===== src/rtl/async_fifo_pkg.sv =====
// Shared helpers for the FIFO: pointer sizing and parameter legality.
package async_fifo_pkg;

   // One extra pointer bit distinguishes full from empty when the low bits match.
   function automatic int ptr_width(input int depth);
      return $clog2(depth) + 1;
   endfunction

   function automatic bit depth_is_legal(input int depth);
      return (depth >= 2) && ((depth & (depth - 1)) == 0);
   endfunction

endpackage


===== src/rtl/async_fifo_mem.sv =====
// Storage array: synchronous write, asynchronous read, contents never reset.
module fifo_mem #(
   parameter int WIDTH = 8,
   parameter int DEPTH = 16,
   parameter int AW    = 4
) (
   input  logic             i_clk,
   input  logic             i_we,
   input  logic [AW-1:0]    i_waddr,
   input  logic [WIDTH-1:0] i_wdata,
   input  logic [AW-1:0]    i_raddr,
   output logic [WIDTH-1:0] o_rdata
);

   logic [WIDTH-1:0] mem_q [DEPTH];

   always_ff @(posedge i_clk) begin
      if (i_we) mem_q[i_waddr] <= i_wdata;
   end

   assign o_rdata = mem_q[i_raddr];

endmodule


===== src/rtl/async_fifo.sv =====
// Single-clock FIFO with wrap-bit pointers; read port is registered or
// first-word-fall-through depending on FWFT.
module async_fifo
   import async_fifo_pkg::*;
#(
   parameter int WIDTH = 8,
   parameter int DEPTH = 16,
   parameter int FWFT  = 0
) (
   input  logic             i_clk,
   input  logic             i_rst_n,
   input  logic [WIDTH-1:0] i_wdata,
   input  logic             i_wen,
   output logic             o_full,
   output logic [WIDTH-1:0] o_rdata,
   input  logic             i_ren,
   output logic             o_empty
);

   localparam int PW = ptr_width(DEPTH);
   localparam int AW = PW - 1;

   if (!depth_is_legal(DEPTH)) begin : g_bad_depth
      $error("async_fifo: DEPTH must be a power of two and at least 2");
   end

   logic [PW-1:0]    wptr_q, wptr_d;
   logic [PW-1:0]    rptr_q, rptr_d;
   logic             wr_acc, rd_acc;
   logic [WIDTH-1:0] mem_rdata;

   // Flags come from the pointer registers alone, never from the requests.
   assign o_empty = (wptr_q == rptr_q);
   assign o_full  = (wptr_q[AW-1:0] == rptr_q[AW-1:0]) && (wptr_q[AW] != rptr_q[AW]);

   always_comb begin
      wr_acc = i_wen && !o_full;
      rd_acc = i_ren && !o_empty;
      wptr_d = wptr_q;
      rptr_d = rptr_q;
      if (wr_acc) wptr_d = wptr_q + PW'(1);
      if (rd_acc) rptr_d = rptr_q + PW'(1);
   end

   always_ff @(posedge i_clk or negedge i_rst_n) begin
      if (!i_rst_n) begin
         wptr_q <= '0;
         rptr_q <= '0;
      end else begin
         wptr_q <= wptr_d;
         rptr_q <= rptr_d;
      end
   end

   fifo_mem #(
      .WIDTH (WIDTH),
      .DEPTH (DEPTH),
      .AW    (AW)
   ) u_mem (
      .i_clk   (i_clk),
      .i_we    (wr_acc),
      .i_waddr (wptr_q[AW-1:0]),
      .i_wdata (i_wdata),
      .i_raddr (rptr_q[AW-1:0]),
      .o_rdata (mem_rdata)
   );

   if (FWFT != 0) begin : g_fwft
      assign o_rdata = mem_rdata;
   end else begin : g_std
      logic [WIDTH-1:0] rdata_q, rdata_d;

      always_comb begin
         rdata_d = rdata_q;
         if (rd_acc) rdata_d = mem_rdata;
      end

      always_ff @(posedge i_clk or negedge i_rst_n) begin
         if (!i_rst_n) rdata_q <= '0;
         else          rdata_q <= rdata_d;
      end

      assign o_rdata = rdata_q;
   end

endmodule


===== config.mk =====
export PLATFORM = sky130hd
export DESIGN_NAME = async_fifo
export DESIGN_NICKNAME = d
export VERILOG_FILES = /design/src/rtl/async_fifo_pkg.sv /design/src/rtl/async_fifo_mem.sv /design/src/rtl/async_fifo.sv
export SDC_FILE = /design/constraint.sdc
export NUM_CORES = 1
export LEC_CHECK = 0
export CAP_MARGIN = 15
export CORE_UTILIZATION = 60
export CTS_CLUSTER_DIAMETER = 50
export DETAILED_ROUTE_END_ITERATION = 8
export PLACE_DENSITY = 0.79
export SLEW_MARGIN = 20
export SYNTH_ARGS = -nofsm -noshare
export SYNTH_HDL_FRONTEND = slang
export SYNTH_SLANG_ARGS = --single-unit

===== constraint.sdc =====
create_clock -name i_clk -period 2.57 [get_ports i_clk]
set_clock_uncertainty 0.2 [all_clocks]
set_input_delay 0.514 -clock i_clk [delete_from_list [all_inputs] [get_ports i_clk]]
set_output_delay 0.514 -clock i_clk [all_outputs]
set_load 0.03 [all_outputs]

# --- After elaboration in Yosys (flattened, before gate mapping) ---
# Memories as Yosys holds them, arrays and structs flattened. A register that Yosys moved wholly into a read port is not among the register bits.
# Index checks and enable logic that the tools add are counted.
classes:
  addsub: 2
  multipliers: 0
  n_div: 0
  magnitude_cmp: 0
  n_eq_ne: 3
  shifts: 0
  n_mux: 2
  bitwise_logic: 0
  reduce_logical: 6
ops:
  columns: ["cell", "count"]
  rows:
  - ["$add 5x1->5 const B", 2]
  - ["$eq 5x5->1", 1]
  - ["$eq 4x4->1", 1]
  - ["$logic_and 1x1->1", 3]
  - ["$logic_not 1->1", 3]
  - ["$mux 1", 2]
  - ["$ne 1x1->1", 1]
totals:
  reg_bits: 10
  latchBits: 0
  ramBits: 128
  rom_bits: 0
  output_inout_bits: 10
  word_cells: 16
  n_memories: 1
memory_table:
  columns: ["name", "words", "width", "read_ports", "rd_ports_with_merged_regs", "wr", "line", "text"]
  rows:
  - ["u_mem.mem_q", 16, 8, 1, 1, 1, "async_fifo_mem.sv:15", "logic [WIDTH-1:0] mem_q [DEPTH];"]

# --- Depth between registers and ports, before layout ---
logic_depth:
  depth_word: 6
  ltp_mapped: 6

# --- Modules after synthesis ---
# Synthesis repeated with hierarchy kept, for this count alone.
unflattened:
  cells_unflattened: 286
  hier_area_um2: 5820.6
modules_own_cells:
  columns: ["module", "instances", "cells_each", "area_per_inst_um2", "seq_area_each_um2"]
  rows:
  - ["fifo_mem", 1, 221, 4987.3, 3843.7]
  - ["async_fifo", 1, 65, 833.3, 450.4]

# --- Worst setup path after synthesis ---
# OpenSTA, ideal clock, no wires.
synth_path:
  kind: "register -> register"
  start: "register wptr_q[3]"
  end: "memory u_mem.mem_q[3][0] (enable)"
  setup_ns: 0.383
  arrival_ns: 1.604
  t_required_ns: 1.987
  setup_slack_ns: 0.383
  stages_incl_launch_ff: 6
  n_path_buf: 1
  cell_sequence: "dfrtp_1 -> clkbuf_2 -> xnor2_1 -> nand4_4 -> o211ai_1 -> nor3_1"
synth_between:
  elab_chain_len: 6
synth_rtl:
  columns: ["item", "line", "text"]
  rows:
  - ["start: declaration", "async_fifo.sv:27", "logic [PW-1:0] wptr_q, wptr_d;"]
  - ["start signal: assignment", "async_fifo.sv:50", "wptr_q <= wptr_d;"]
  - ["$eq 4x4->1", "async_fifo.sv:34", "assign o_full = (wptr_q[AW-1:0] == rptr_q[AW-1:0]) && (wptr_q[AW] != rptr_q[AW]);"]
  - ["$logic_and 1x1->1", "async_fifo.sv:34", null]
  - ["$logic_not 1->1", "async_fifo.sv:37", "wr_acc = i_wen && !o_full;"]
  - ["$logic_and 1x1->1", "async_fifo.sv:37", null]
  - ["$mux 1", "async_fifo_mem.sv:18", "if (i_we) mem_q[i_waddr] <= i_wdata;"]
  - ["$mux 1 (not written as such)", "async_fifo_mem.sv:18", null]
  - ["end: declaration", "async_fifo_mem.sv:15", null]
# Several ways; a longest one is shown, not always the timed one.

# --- Worst setup path in the final report ---
layout_path:
  start: "register rptr_q[0]"
  end: "output port o_full"
layout_between:
  elab_chain_len: 2
layout_rtl:
  columns: ["item", "line", "text"]
  rows:
  - ["start: declaration", "async_fifo.sv:28", "logic [PW-1:0] rptr_q, rptr_d;"]
  - ["start signal: assignment", "async_fifo.sv:51", "rptr_q <= rptr_d;"]
  - ["$eq 4x4->1", "async_fifo.sv:34", null]
  - ["$logic_and 1x1->1", "async_fifo.sv:34", null]
  - ["end: declaration", "async_fifo.sv:14", "output logic o_full,"]
# Every way passes these cells.

==> impl_results.html <==
<table>
<tr><th>Metric</th><th>Value</th></tr>
<tr><th colspan="2">Floorplanning</th></tr>
<tr><td>Initial core utilization</td><td>0.630</td></tr>
<tr><td>Die area</td><td>0.0102 mm^2</td></tr>
<tr><td>Core region area</td><td>0.00937 mm^2</td></tr>
<tr><td>Horiz. Die Dim</td><td>101 um</td></tr>
<tr><td>Vertical extent of the die</td><td>101 um</td></tr>
<tr><td>Number of top-level pins</td><td>22</td></tr>
<tr><td>Std-Cell Rows</td><td>35</td></tr>
<tr><th colspan="2">Detailed routing</th></tr>
<tr><td>Post-detailed-route count of antenna-violating nets</td><td>0</td></tr>
<tr><td>Final wirelength</td><td>11.4 mm</td></tr>
<tr><td>Vias per inst</td><td>6.20</td></tr>
<tr><td>Mean routed wirelength per cell</td><td>24.5 um</td></tr>
<tr><td>Detailed-routing iteration count for the pre-antenna-repair pass</td><td>5</td></tr>
<tr><td>Total via count in the routed design</td><td>2891</td></tr>
<tr><td>Number of remaining DRC errors</td><td>0</td></tr>
<tr><td>Detailed router's first-iteration violation count</td><td>311</td></tr>
<tr><th colspan="2">STA</th></tr>
<tr><td>Final number of setup-violating endpoints</td><td>0</td></tr>
<tr><td>Final worst slack</td><td>0.106 ns</td></tr>
<tr><td>Worst-Margin Slew</td><td>0.709 ns</td></tr>
<tr><td>Number of pins exceeding their max-slew limit in the final report</td><td>0</td></tr>
<tr><td>Number of hold-slack violations in the final timing report</td><td>0</td></tr>
<tr><td>Minimum period implied by the final worst setup slack</td><td>2.46 ns</td></tr>
<tr><td>Setup repair after global routing missed its margin</td><td>no</td></tr>
<tr><td>Post-route setup TNS</td><td>0 ns</td></tr>
<tr><td>Crit share post-route</td><td>0.959</td></tr>
<tr><td>Max Freq</td><td>406 MHz</td></tr>
<tr><td>Relative slew slack</td><td>0.526</td></tr>
<tr><th colspan="2">Setup path</th></tr>
<tr><td>CP required</td><td>1.86 ns</td></tr>
<tr><td>Worst path slowest cell</td><td>sky130_fd_sc_hd__dfrtp_2</td></tr>
<tr><td>Element type at the critical path start</td><td>register</td></tr>
<tr><td>Cells on worst reg2reg path</td><td>5</td></tr>
<tr><td>CP Cell Sequence</td><td>xnor2_2 &gt; nand4_4 &gt; nor2_1 &gt; buf_4</td></tr>
<tr><td>Sum of buffers and inverters on the critical path</td><td>1</td></tr>
<tr><td>CP Capture Type</td><td>output port</td></tr>
<tr><td>CP delay by family, top</td><td>flip-flops</td></tr>
<tr><td>Stages on worst setup path</td><td>4</td></tr>
<tr><td>Critical Path AT</td><td>1.75 ns</td></tr>
<tr><td>Critical Setup Path Class</td><td>reg -&gt; out</td></tr>
<tr><td>Critical path fanouts, max</td><td>7</td></tr>
<tr><td>Setup slack on the worst flop-to-flop path</td><td>0.18 ns</td></tr>
<tr><td>Crit-path max cell delay</td><td>0.50 ns</td></tr>
<tr><th colspan="2">Power</th></tr>
<tr><td>Worst IR drop on VDD</td><td>0.737 mV</td></tr>
<tr><td>Total design power</td><td>8100 uW</td></tr>
<tr><td>Pwr/cell area</td><td>1180 mW/mm^2</td></tr>
<tr><td>LEAKAGE</td><td>0.00240 uW</td></tr>
<tr><th colspan="2">Synth</th></tr>
<tr><td>Average size of a mapped cell</td><td>20.7 um^2</td></tr>
<tr><td>Number of different library cells in the post-synthesis netlist</td><td>29</td></tr>
<tr><td>Number of warnings reported in the yosys synthesis log</td><td>0</td></tr>
<tr><td>Net count after synthesis</td><td>302</td></tr>
<tr><td>Fraction of post-synthesis cell area in the top cell type by area</td><td>0.651</td></tr>
<tr><td>Cell type with the highest aggregate area in the netlist</td><td>sky130_fd_sc_hd__edfxtp_1</td></tr>
<tr><td>Post-Synthesis Cell Area</td><td>0.00590 mm^2</td></tr>
<tr><td>Sequential fraction of the synthesis area</td><td>0.727</td></tr>
<tr><td>Yosys reg bits</td><td>146</td></tr>
<tr><td>Cell types with the largest area share after synthesis</td><td>sky130_fd_sc_hd__edfxtp_1 65%, sky130_fd_sc_hd__mux4_2 8.8%, sky130_fd_sc_hd__dfrtp_1 7.6%</td></tr>
<tr><td>Cells after synthesis</td><td>285</td></tr>
<tr><th colspan="2">Clock tree</th></tr>
<tr><td>Clock-pin transition on the worst setup and hold timing paths</td><td>0.06 ns</td></tr>
<tr><td>Post-CTS Hold Fix Bufs</td><td>0</td></tr>
<tr><td>CTS tree</td><td>yes</td></tr>
<tr><td>Number of buffers on the longest clock path</td><td>2</td></tr>
<tr><td>Number of CTS-inserted buffers</td><td>17</td></tr>
<tr><td>Num Clock Sinks</td><td>146</td></tr>
<tr><td>Clock Root Buffer</td><td>sky130_fd_sc_hd__clkbuf_8</td></tr>
<tr><td>Number of levels the H-tree was split into</td><td>4</td></tr>
<tr><td>Later-pin clock latency in the skew report</td><td>0.53 ns</td></tr>
<tr><th colspan="2">Place</th></tr>
<tr><td>Count of buffers from port buffering</td><td>21</td></tr>
<tr><td>Last weighted congestion value of the routability-driven placer</td><td>0.837</td></tr>
<tr><td>Worst-case setup slack after placement</td><td>0.0607 ns</td></tr>
<tr><td>Post-DP HPWL</td><td>7.15 mm</td></tr>
<tr><td>Post-placement cell count</td><td>431</td></tr>
<tr><th colspan="2">GRT</th></tr>
<tr><td>Largest net degree at the start of global routing</td><td>36</td></tr>
<tr><td>First-pass GRT wire length</td><td>17.4 mm</td></tr>
<tr><td>Routing layer with the top usage in global route</td><td>met2</td></tr>
<tr><td>Number of antenna violations at the first check in global routing</td><td>0</td></tr>
<tr><td>GR Util met3</td><td>0.0628</td></tr>
<tr><td>Total global routing overflow</td><td>0</td></tr>
<tr><td>Number of global-route vias before repair</td><td>2863</td></tr>
<tr><td>Grt met1 use</td><td>0.360</td></tr>
<tr><td>Total global routing track utilization</td><td>0.253</td></tr>
<tr><td>Met2 GRT Util</td><td>0.376</td></tr>
<tr><th colspan="2">Layout</th></tr>
<tr><td>Most common cell after layout, fill and taps aside</td><td>sky130_fd_sc_hd__edfxtp_1</td></tr>
<tr><td>Final antenna diode count</td><td>0</td></tr>
<tr><td>Layout Cells excl Fill</td><td>466</td></tr>
<tr><td>Area occupied by multi-input gates</td><td>0.00152 mm^2</td></tr>
<tr><td>Synthesis-to-layout area growth</td><td>16.3%</td></tr>
<tr><td>Storage cell area</td><td>0.00430 mm^2</td></tr>
<tr><td>Nets</td><td>341</td></tr>
<tr><td>Highest-count cells in the layout ignoring fill and taps</td><td>128 x sky130_fd_sc_hd__edfxtp_1, 23 x sky130_fd_sc_hd__mux4_2, 19 x sky130_fd_sc_hd__clkdlybuf4s50_1</td></tr>
<tr><td>Proportion of layout cells with a drive suffix above 1</td><td>0.261</td></tr>
<tr><td>Fillers</td><td>565</td></tr>
<tr><th colspan="2">Run status</th></tr>
<tr><td>Result of the run</td><td>finished, final reports clean</td></tr>
<tr><th colspan="2">Run</th></tr>
<tr><td>Number of violations of the max-capacitance limit</td><td>0</td></tr>
<tr><th colspan="2">Worst hold path</th></tr>
<tr><td>Worst hold path class</td><td>in -&gt; async</td></tr>
</table>
-- state kept, by name, indices dropped and copies added (netlist names) --
| signal | count |
|---|---|
| rptr_q | 5 |
| wptr_q | 5 |
| o_rdata | 8 |
| u_mem.mem_q | 128 |
-- layout make-up --
type,count,share of cell area
Clock inverter,12,0.0160
Clock buffer,20,0.0634
Sequential cell,146,0.626
Timing Repair Buffer,34,0.0477
Multi-Input combinational cell,122,0.222
Inverter,3,0.00164
Tap cell,129,0.0235
-- final timing paths --
kind	from	to
max in group asynchronous	i_rst_n	rptr_q[3]
worst max-delay path	rptr_q[0]	o_full
min in group i_clk	o_rdata[1]	o_rdata[1]
worst min-delay path	i_rst_n	wptr_q[0]
worst min register to register	o_rdata[1]	o_rdata[1]
worst max register to register	rptr_q[0]	o_rdata[0]
-- synth_stat cells --
master	count
sky130_fd_sc_hd__mux4_1	9
sky130_fd_sc_hd__o21a_1	1
sky130_fd_sc_hd__buf_8	1
sky130_fd_sc_hd__o211ai_1	4
sky130_fd_sc_hd__ha_1	5
sky130_fd_sc_hd__xor2_1	1
sky130_fd_sc_hd__nor2_1	4
sky130_fd_sc_hd__mux2_2	1
sky130_fd_sc_hd__clkbuf_2	1
sky130_fd_sc_hd__buf_1	2
sky130_fd_sc_hd__o21ai_4	1
sky130_fd_sc_hd__buf_12	1
sky130_fd_sc_hd__nor3_1	1
sky130_fd_sc_hd__mux2_4	9
sky130_fd_sc_hd__and2_1	3
sky130_fd_sc_hd__clkbuf_1	4
sky130_fd_sc_hd__a22oi_1	16
sky130_fd_sc_hd__nand2_1	8
sky130_fd_sc_hd__nand4_4	1
sky130_fd_sc_hd__nor2b_1	6
sky130_fd_sc_hd__xnor2_1	13
sky130_fd_sc_hd__mux4_2	23
sky130_fd_sc_hd__o2111ai_1	2
sky130_fd_sc_hd__edfxtp_1	128
sky130_fd_sc_hd__and3_1	14
sky130_fd_sc_hd__dfrtp_1	18
sky130_fd_sc_hd__buf_6	3
sky130_fd_sc_hd__buf_2	2
sky130_fd_sc_hd__inv_1	3
-- logic make-up after synthesis --
family,Yosys count,synth area share
xor gates and xnor gates,14,0.0208
buffers and inverters,17,0.0199
adders and majority gates,5,0.0106
and+or+nand+nor,37,0.0364
DFF,146,0.727
muxes,42,0.153
AOI/OAI and AO/OA,24,0.0324
-- what timing repair did --
| item | in CTS | in global routing |
|---|---|---|
| pin swaps | 0 | 2 |
| setup endpoints to repair | 2 | 2 |
| gates resized for setup | 5 | 2 |
| setup buffers | 0 | 3 |
-- power by group --
| part | switching (uW) | total, uW | internal (uW) | leakage [uW] |
|---|---|---|---|---|
| Clock | 955 | 2270 | 1310 | 0.000258 |
| Sequential | 274 | 3230 | 2960 | 0.00137 |
| Combinational | 1320 | 2600 | 1270 | 0.000777 |
| Total | 2550 | 8100 | 5540 | 0.00240 |
-- metal layers --
metal,wire length (um),part of all wire
met2,5550,0.49
met1,4890,0.43
met4,296,0.026
met3,662,0.058
met5,0,0
-- metrics by stage --
stage	util	hold slack, ns	cell area [um^2]
6_report	0.733	0.125	6870
5_1_grt	0.733	0.133	6870
4_1_cts	0.730	0.116	6840
3_5_place_dp	0.669	0.297	6270
3_3_place_gp	0.669	0.297	6270
2_1_floorplan	-	0.0184	5900
Note: power is estimated with default switching activity, not from simulation.
==> RTL change 1, RTL diff (same settings) <==
`DEPTH` is set to 16 in 2 places; all go to 32.
--- a/src/rtl/async_fifo_mem.sv
+++ b/src/rtl/async_fifo_mem.sv
@@ -3,3 +3,3 @@
    parameter int WIDTH = 8,
-   parameter int DEPTH = 16,
+   parameter int DEPTH = 32,
    parameter int AW    = 4
--- a/src/rtl/async_fifo.sv
+++ b/src/rtl/async_fifo.sv
@@ -6,3 +6,3 @@
    parameter int WIDTH = 8,
-   parameter int DEPTH = 16,
+   parameter int DEPTH = 32,
    parameter int FWFT  = 0
Function: same outputs for any inputs over 10 cycles, from zero or initial values and one cycle with i_rst_n low; that may be too few to reach the edited logic, so the function may still have changed.
==> RTL change 1 against the original RTL <==
- sequential cell count is 130 higher
- sequential share of layout area grew 1.8 points
- area after synthesis is 84% higher
- register-to-register slack lost 0.08 ns
- critical endpoint is now o_rdata[7]$_DFFE_PN0P_
- highest routed layer unchanged
- total power grew 72%
- worst setup slack got worse by 0.0044 ns
- final area up 85%
- routed wire length rose by 110%
- critical path type is now flip-flop to flip-flop
==> RTL change 1: results (changes against the original RTL) <==
\begin{tabular}{lr}
\hline
Metric & Value \\
\hline
\multicolumn{2}{l}{\textbf{Yosys}} \\
Top post-synthesis cells by count & edfxtp\_1, mux4\_2, mux2i\_1, nor2\_1, dfrtp\_1 \\
Post-synth EDFFs & 256 (+100\%) \\
Mux contribution to synthesized area & 0.136 (-0.0163) \\
Fraction of the mapped netlist area in compound gates & 0.0436 (+0.0112) \\
Synthesized-area fraction occupied by xor and xnor cells & 0.0137 (-0.00707) \\
Sequential area share after synthesis & 0.753 (+0.0260) \\
Number of distinct standard cells referenced by the synthesized netlist & 36 (+24\%) \\
Biggest area contributors in the synthesized netlist & edfxtp\_1, mux4\_2, dfrtp\_1 \\
\multicolumn{2}{l}{\textbf{Drt}} \\
Met1 wire length & 9150 µm (+87\%) \\
Amount of wire on met3 after detailed routing & 2040 µm (+210\%) \\
Number of design-rule violations left by the first detailed-router iteration & 581 (+87\%) \\
Routed length on met2 & 11800 µm (+110\%) \\
\multicolumn{2}{l}{\textbf{Setup path}} \\
Crit-path max cell delay & 0.55 ns (+0.05 ns) \\
Signal arrival time at the worst endpoint & 2.68 ns (+0.93 ns) \\
Maximum fanout encountered on the critical timing path & 22 (+15) \\
R2R cell count & 7 (+2) \\
Worst setup slack for register-to-register paths & 0.10 ns (-0.08 ns) \\
\multicolumn{2}{l}{\textbf{Global routing}} \\
Pin count of the biggest net entering global routing & 33 (-8.3\%) \\
Number of global-route vias before repair & 5966 (+110\%) \\
Global routing met2 resource utilization & 0.438 (+0.0620) \\
Global routing usage on met3 & 0.0585 (-0.00428) \\
Fraction of met1 tracks used by global routing & 0.356 (-0.00382) \\
\multicolumn{2}{l}{\textbf{Cells and area}} \\
Flip-flop count of the largest register, all copies and words added & 256 (+100\%) \\
Share of layout cells above drive strength 1 & 0.279 (+0.0182) \\
\multicolumn{2}{l}{\textbf{Run status}} \\
Outcome & finished, final reports clean \\
\multicolumn{2}{l}{\textbf{Power and ir drop}} \\
IR drop worst, VDD & 1.31 mV (+78\%) \\
Power consumed by the clock network & 3.86 mW (+70\%) \\
Static Leak & 4.34 nW (+81\%) \\
\multicolumn{2}{l}{\textbf{Placement}} \\
Detailed Place HPWL & 14200 µm (+99\%) \\
Last weighted congestion value of the routability-driven placer & 0.822 (-1.8\%) \\
Pre-CTS worst setup slack & -0.105 ns (-0.165 ns) \\
\multicolumn{2}{l}{\textbf{STA}} \\
Final worst setup slack & 0.101 ns (-0.00443 ns) \\
\multicolumn{2}{l}{\textbf{Clock tree}} \\
Worst-case clock buffer depth & 3 (+1) \\
\hline
\end{tabular}
[RTL change 1: changes by cell type in the layout (fill, tap and decap cells not counted), sizes merged, moves of 10 or more]
cell	change
a21oi	+16
and3	-13
clkbuf	+16
mux2	-10
nor2	+33
mux2i	+40
edfxtp	+128
mux4	+16
buf	+62
[RTL change 1: cell type report]
cell class / count / area (µm²)
Inverter: 2 / 7.51
Clock buffer: 36 / 782
Timing Repair Buffer: 96 / 810
Tap cell: 225 / 282
Multi-Input combinational cell: 248 / 2540
Sequential cell: 276 / 8200
Fill cell: 1000 / 4750
Clock inverter: 15 / 105
[RTL change 1: per-stage QoR]
step	total power [mW]	cell area (µm²)	std cells
5_1_grt	14.4	12700	898
3_3_place_gp	9.63	11700	837
6_report	13.9	12700	898
3_5_place_dp	9.75	11700	837
2_1_floorplan	8.44	10900	556
4_1_cts	13.8	12600	894
[RTL change 1: repair_timing]
item	in CTS	in global routing
resized for setup	6	11
gates cloned	0	0
setup endpoints to repair	7	42
pin swaps	2	3
setup buffers	6	4
==> RTL change 2, RTL diff (config.mk and constraints unchanged) <==
Without the edit above. Reset style: synchronous (`i_rst_n`), changed in 2 clocked blocks. Comments in the files are not updated.
--- a/src/rtl/async_fifo.sv
+++ b/src/rtl/async_fifo.sv
@@ -44,3 +44,3 @@
 
-   always_ff @(posedge i_clk or negedge i_rst_n) begin
+   always_ff @(posedge i_clk) begin
       if (!i_rst_n) begin
@@ -77,3 +77,3 @@
 
-      always_ff @(posedge i_clk or negedge i_rst_n) begin
+      always_ff @(posedge i_clk) begin
          if (!i_rst_n) rdata_q <= '0;
Function: differs if i_rst_n is asserted again (counterexample within 4 cycles, from zero or initial values and one cycle with i_rst_n low); with i_rst_n held inactive, the same outputs for 10 cycles.
==> RTL change 2 against the original RTL <==
- routed wire length up 3.6%
- final area down 0.71%
- sequential cell count unchanged
- worst setup slack worse by 0.013 ns
- count of clock-buffer cells in the layout down 2
- area after synthesis down 0.40%
- critical endpoint is now o_empty
- largest cell class unchanged
- highest routed layer unchanged
Power is not compared: it rests on default switching activity, and its combinational part moved more than twofold at a synthesized area within 25%.
==> RTL change 2: results (changes against the original RTL) <==
\begin{tabular}{lr}
\hline
Metric & Value \\
\hline
\multicolumn{2}{l}{\textbf{Run status}} \\
Outcome & finished, final reports clean \\
\multicolumn{2}{l}{\textbf{Placement}} \\
Detailed Place HPWL & 7450 µm (+4.2\%) \\
Placement-stage cell area & 6240 µm² (-0.38\%) \\
Last weighted congestion value of the routability-driven placer & 0.793 (-5.2\%) \\
\multicolumn{2}{l}{\textbf{Drt}} \\
Vias & 3098 (+7.2\%) \\
Post-detailed-routing wire length & 11800 µm (+3.6\%) \\
Average via count per standard cell & 6.07 (-2.1\%) \\
Routed length on met2 & 5630 µm (+1.5\%) \\
Amount of wire on met3 after detailed routing & 742 µm (+12\%) \\
Met1 wire length & 5120 µm (+4.7\%) \\
\multicolumn{2}{l}{\textbf{Cells and area}} \\
Nets & 385 (+13\%) \\
Fill count & 584 (+3.4\%) \\
Share of layout cells above drive strength 1 & 0.255 (-0.00653) \\
\multicolumn{2}{l}{\textbf{Clock tree}} \\
Number of gates resized after cts & 0 (-5) \\
\multicolumn{2}{l}{\textbf{Yosys}} \\
Sequential area share after synthesis & 0.715 (-0.0124) \\
Async set-or-reset flop fraction in the synthesized netlist & 0 (-0.123) \\
Mean cell area of the mapped netlist & 17.6 µm² (-15\%) \\
Biggest area contributors in the synthesized netlist & edfxtp\_1, mux4\_2, dfxtp\_1 \\
Synth Net Count & 351 (+16\%) \\
\multicolumn{2}{l}{\textbf{Global routing}} \\
Pin count of the biggest net entering global routing & 53 (+47\%) \\
Fraction of met1 tracks used by global routing & 0.364 (+0.00433) \\
Global routing met2 resource utilization & 0.390 (+0.0142) \\
Overall routing resource usage & 0.260 (+0.00739) \\
Global-route wire length before repair & 18000 µm (+3.7\%) \\
\multicolumn{2}{l}{\textbf{Hold path}} \\
Type of the most critical hold path & flip-flop to flip-flop \\
\multicolumn{2}{l}{\textbf{Setup path}} \\
Maximum fanout encountered on the critical timing path & 13 (+6) \\
Crit-path max cell delay & 0.35 ns (-0.15 ns) \\
Cell type of the slowest stage on the worst timing path & dfxtp\_2 \\
Crit-path leading delay family & simple AND/OR/NAND/NOR gates \\
\hline
\end{tabular}
[RTL change 2: cell count changes in the layout (fill, tap and decap cells not counted), sizes merged, moves of 4 or more]
cell	change
a21oi	+16
a211oi	+8
mux4	-8
o22ai	+8
o21ai	+9
mux2	+6
nor2b	+7
a22oi	-16
xnor2	-4
dfxtp	+18
nor3	+9
dfrtp	-18
[RTL change 2: kinds of logic (layout without fill, tap and decap cells)]
logic type               count (synthesis)  count (layout)  share of synthesized area
flip-flops                             146             146                      0.715
AND/OR/NAND/NOR                         57              57                     0.0562
AO/OA/AOI/OAI                           50              50                     0.0543
multiplexers                            43              43                      0.128
buffers and inverters                   23              70                     0.0215
XOR/XNOR                                10              10                     0.0149
adder cells (fa/ha/maj)                  5               5                     0.0106
[RTL change 2: cell type report]
class,instances,area (µm²),share of cell area
inverter,3,11.3,0.00165
tap,129,161,0.0237
sequential,146,4210,0.617
clock buffer,18,418,0.0613
clock inverter,14,131,0.0193
timing repair buffer,35,335,0.0492
multi-input combinational,165,1550,0.228
[RTL change 2: worst paths after layout]
check / slack [ns] / to / start / depth (start not counted)
setup / recovery: 0.09 / o_empty / rptr_q[1]$_SDFFE_PN0P_ / 5
setup reg to reg: 0.37 / u_mem.mem_q[15][6]$_DFFE_PP_ / rptr_q[1]$_SDFFE_PN0P_ / 6
hold reg to reg: 0.32 / wptr_q[3]$_SDFFE_PN0P_ / wptr_q[3]$_SDFFE_PN0P_ / 2
hold / removal: 0.32 / wptr_q[3]$_SDFFE_PN0P_ / wptr_q[3]$_SDFFE_PN0P_ / 2
[RTL change 2: where the power goes]
part	leakage, nW	switching [mW]	internal, mW	total, mW
registers	1.31	0.0316	2.64	2.68
logic	0.667	0.401	0.294	0.695
clock network	0.265	0.969	1.30	2.27
total	2.24	1.40	4.23	5.64
